**config.mk**
```make
export PLATFORM = sky130hd
export DESIGN_NAME = safety_amp_latch
export DESIGN_NICKNAME = d
export VERILOG_FILES = /design/src/rtl/safety_pkg.sv /design/src/rtl/safety_amp_latch_trip_counter.sv /design/src/rtl/safety_amp_latch.sv
export SDC_FILE = /design/constraint.sdc
export NUM_CORES = 1
export LEC_CHECK = 0
export CAP_MARGIN = 10
export CORE_MARGIN = 10
export CORE_UTILIZATION = 40
export CTS_CLUSTER_DIAMETER = 80
export DETAILED_ROUTE_END_ITERATION = 10
export HOLD_SLACK_MARGIN = 0.03
export SYNTH_ARGS = -nofsm -noshare
export SYNTH_HDL_FRONTEND = slang
export SYNTH_HIERARCHICAL = 1
export SYNTH_SLANG_ARGS = --single-unit
```
**constraint.sdc**
```tcl
create_clock -name clk -period 2.6 [get_ports clk]
set_clock_uncertainty 0.05 [all_clocks]
set_input_delay 0.26 -clock clk [delete_from_list [all_inputs] [get_ports clk]]
set_output_delay 0.26 -clock clk [all_outputs]
set_load 0.005 [all_outputs]
```
**src/rtl/safety_pkg.sv**
```systemverilog
// Shared definitions for the amplifier safety latch: FSM state encodings,
// default trip persistence and event-counter width.
package safety_pkg;

  typedef enum logic [1:0] {
    OFF   = 2'b00,
    ON    = 2'b01,
    PEND  = 2'b10,
    FAULT = 2'b11
  } state_t;

  localparam int TRIP_CYCLES_DEF = 16;
  localparam int EVENT_CNT_W     = 8;

endpackage

```
**src/rtl/safety_amp_latch_trip_counter.sv**
```systemverilog
// Persistence counter for consecutive amp_disable samples; terminal flags the
// last count before a trip so the FSM can fault on the following high sample.
module trip_counter
  import safety_pkg::*;
#(
  parameter int TRIP_CYCLES = TRIP_CYCLES_DEF,
  parameter int CNT_W       = 8
) (
  input  logic clk,
  input  logic reset,
  input  logic clear,
  input  logic inc,
  output logic terminal
);

  localparam logic [CNT_W-1:0] TERM = CNT_W'(TRIP_CYCLES - 1);

  logic [CNT_W-1:0] count;

  // Increment is gated by terminal so the count can never wrap.
  always_ff @(posedge clk or posedge reset) begin
    if (reset) begin
      count <= '0;
    end else if (clear) begin
      count <= '0;
    end else if (inc && !terminal) begin
      count <= count + CNT_W'(1);
    end
  end

  assign terminal = (count == TERM);

endmodule

```
**src/rtl/safety_amp_latch.sv**
```systemverilog
// Amplifier enable latch with persistence-filtered fault trip and host clear.
// Optional trip event counter is built only with SAFETY_EVENT_CNT_EN defined.
module safety_amp_latch
  import safety_pkg::*;
#(
  parameter int TRIP_CYCLES = TRIP_CYCLES_DEF,
  parameter int CNT_W       = 8
) (
  input  logic       clk,
  input  logic       reset,
  input  logic       amp_disable,
  input  logic       enable_req,
  input  logic       fault_clr,
  output logic       amp_en,
  output logic       fault,
  output logic [1:0] state,
  output logic [7:0] event_cnt
);

  state_t cur, nxt;
  logic   nxt_amp_en, nxt_fault;
  logic   cnt_clear, cnt_inc, terminal;

  trip_counter #(
    .TRIP_CYCLES(TRIP_CYCLES),
    .CNT_W      (CNT_W)
  ) u_trip_counter (
    .clk     (clk),
    .reset   (reset),
    .clear   (cnt_clear),
    .inc     (cnt_inc),
    .terminal(terminal)
  );

  always_comb begin
    nxt     = cur;
    cnt_inc = 1'b0;
    case (cur)
      OFF: begin
        if (enable_req && !amp_disable) nxt = ON;
      end
      ON: begin
        if (!enable_req) begin
          nxt = OFF;
        end else if (amp_disable) begin
          nxt     = PEND;
          cnt_inc = 1'b1;
        end
      end
      PEND: begin
        if (!enable_req)       nxt = OFF;
        else if (!amp_disable) nxt = ON;
        else if (terminal)     nxt = FAULT;
        else                   cnt_inc = 1'b1;
      end
      FAULT: begin
        if (fault_clr && !enable_req) nxt = OFF;
      end
      default: nxt = OFF;
    endcase
    // The run count only survives while the FSM stays in PEND.
    cnt_clear  = (nxt != PEND);
    nxt_amp_en = (nxt == ON) || (nxt == PEND);
    nxt_fault  = (nxt == FAULT);
  end

  always_ff @(posedge clk or posedge reset) begin
    if (reset) begin
      cur    <= OFF;
      amp_en <= 1'b0;
      fault  <= 1'b0;
    end else begin
      cur    <= nxt;
      amp_en <= nxt_amp_en;
      fault  <= nxt_fault;
    end
  end

  assign state = cur;

`ifdef SAFETY_EVENT_CNT_EN
  logic [EVENT_CNT_W-1:0] evt;

  always_ff @(posedge clk or posedge reset) begin
    if (reset) begin
      evt <= '0;
    end else if ((nxt == FAULT) && (cur != FAULT) && (evt != '1)) begin
      evt <= evt + EVENT_CNT_W'(1);
    end
  end

  assign event_cnt = evt;
`else
  assign event_cnt = 8'h00;
`endif

endmodule

```
==> run metrics <==
worst setup margin 0.2709 ns; Hold Path Class in2async; CP Launch Point u_trip_counter/count[5]$_DFFE_PP0P_; Detail Route Antenna Nets 0; pins over their slew limit 0; pwr dens 638.5 mW/mm^2; sequential fraction of the synthesis area 35.04%; setup violators final 0; final setup TNS 0 ns; CTS sink cnt 12; Synth Area in Compound Gates 15.91%; Post-synth EDFFs 0; CTS tree yes; Crit path required time 2.73 ns; Netlist cell types 39; CTS H-tree lvls 1; Reg-to-Reg Start u_trip_counter/count[5]$_DFFE_PP0P_; die width 66.29 um; core area 0.002002 mm^2; Post-Synth Simple-Gate Area 23.21%; first-pass GRT wire length 2849 um; Min Hold Slack 0.1302 ns; async set or reset register ratio after synthesis 100.0%; initial core utilization 42.81%; vias 674; Rows 16; Clock Tree Buf Depth 2; critical path arrival 2.46 ns; DR pass1 iterations 6; drt via density 5.030; fraction of layout cells with a size suffix above 1 15.89%; Setup crit start kind flop; Reg clk slew, reported paths 0.08 ns; Finished Core Util 50.31%; largest family of logic cells by synthesized area simple AND/OR/NAND/NOR gates; I/O pins 17; vias in the first global route 636; all-layer global routing usage 8.538%; Die Ht 66.29 um; Tot Pwr 643.2 uW; clk root buf clkbuf_4; Starting DRT DRC Count 18; ANT cells 0; achievable frequency 0.4293 GHz; largest net degree at the start of global routing 9; Syn Inst Count 92; Top FF cell, synth dfrtp_1; synthesized area 857.1 um^2; CP Max Fanout 7; VDD IR-drop max 392.3 uV; critical path class reg2reg; # hold bufs at CTS 0; final hold vios 0; grt ovf 0; drt total wl 1771 um; final worst-path cycle share 89.58%; Net count, final 118; crit path time final 2.329 ns; synth warn 6; DIE AREA 0.004394 mm^2; PostCTS Resize Cnt 0; WL/cell 13.22 um; Residual DRC 0; initial antenna violation count 0; Detail Placement HPWL 1388 um; Filler cells 190; RSZ-0062 raised after global routing false; Place WS 0.2738 ns; syn_area_per_cell 9.316 um^2; post-CTS setup buffer count 0; Placer Congestion 0.8542; max cap viols 0; Num CTS Buffers 3; Area Growth Syn to Fin 17.52%; CP endpoint kind flop; Synth Area in Adders 7.299%; # port buffers 8; status finished clean; clk_lat worst skew 0.28 ns; post-synthesis mux area share 4.234%; post-synthesis xor/xnor area fraction 1.898%; Seq cells post-synth 12; P_leak 0.0004762 uW
## cell type report
class	instances	area [um^2]	area share, %
sequential	12	300.3	29.81
clock buffer	4	36.28	3.602
tap	27	33.78	3.354
multi-input combinational	68	480.5	47.70
inverter	10	38.79	3.851
timing repair buffer	13	117.6	11.68
## kinds of logic (layout without fill, tap and decap cells)
family	Yosys count	count (layout)
AND/OR/NAND/NOR	33	33
other	1	8
AO/OA/AOI/OAI	18	18
XOR/XNOR	1	1
multiplexers	3	3
flip-flops	12	12
adder cells (fa/ha/maj)	5	5
buffers and inverters	19	27
## report_power, final
part | leakage (uW) | internal (uW) | switching, uW
clock | 0.0000210 | 85.3 | 67.2
sequential | 0.000165 | 206 | 20.7
combinational | 0.000290 | 135 | 129
## through the flow
stage                     std cells  instance area [um^2]
final                           134                  1007
after global routing            134                  1007
after CTS                       134                  1007
after detailed placement        130                 970.9
after global placement          130                 970.9
after floorplan                  99                 883.3
## cell usage in the layout, fill, tap and decap left out, types with 2 or more instances in the layout
| cell type | instances |
|---|---|
| a21oi_1 | 9 |
| nand2_1 | 5 |
| conb_1 | 8 |
| nand2b_1 | 2 |
| dfrtp_1 | 12 |
| inv_1 | 9 |
| nor2b_1 | 2 |
| ha_1 | 5 |
| clkbuf_4 | 3 |
| nand3_1 | 4 |
| nand4_1 | 2 |
| nor2_1 | 5 |
| or3_1 | 2 |
| buf_4 | 5 |
| clkdlybuf4s50_1 | 8 |
## layer usage
| layer | vias to the layer above | routed length (um) | GRT usage [%] |
|---|---|---|---|
| met5 | - | 0 | 0 |
| met1 | 316 | 839 | 10.87 |
| li1 | 334 | - | - |
| met3 | 4 | 134 | 4.237 |
| met4 | 0 | 38 | 3.927 |
| met2 | 20 | 758 | 11.60 |
## sequential cells by signal (all words and copies together), names as in the netlist
signal	flops
u_trip_counter/count	8
state	2
amp_en	1
fault	1
## worst paths after layout
| check | cells past startpoint | endpoint | slack, ns |
|---|---|---|---|
| max in group asynchronous | 2 | u_trip_counter/count[4]$_DFFE_PP0P_ | 2.05 |
| min in group clk | 2 | u_trip_counter/count[7]$_DFFE_PP0P_ | 0.52 |
| setup reg to reg | 9 | u_trip_counter/count[5]$_DFFE_PP0P_ | 0.27 |
| hold / removal | 2 | state[0]$_DFF_PP0_ | 0.13 |
| hold reg to reg | 2 | u_trip_counter/count[7]$_DFFE_PP0P_ | 0.52 |
| setup / recovery | 9 | u_trip_counter/count[5]$_DFFE_PP0P_ | 0.27 |
## worst max-delay path: stages (launching register included)
cell and delay, ns:
dfrtp_1 0.42, nor4_2 0.29, and3_1 0.31, o21a_1 0.14, nor2_1 0.03, o32a_1 0.31
clkinv_2 0.08, nand2_1 0.13, or2_1 0.24, o41ai_1 0.22
## cell usage after synthesis (2+ instances only)
library cell	instances	share of area, %
inv_1	9	3.9
or3_1	2	1.5
nand3_1	4	2.3
nand2_1	5	2.2
buf_4	8	7.0
nor2b_1	2	1.5
nand4_1	2	1.5
a21oi_1	9	5.3
ha_1	5	7.3
dfrtp_1	12	35
nor2_1	5	2.2
nand2b_1	2	1.5
Note: power is estimated with default switching activity, not from simulation.
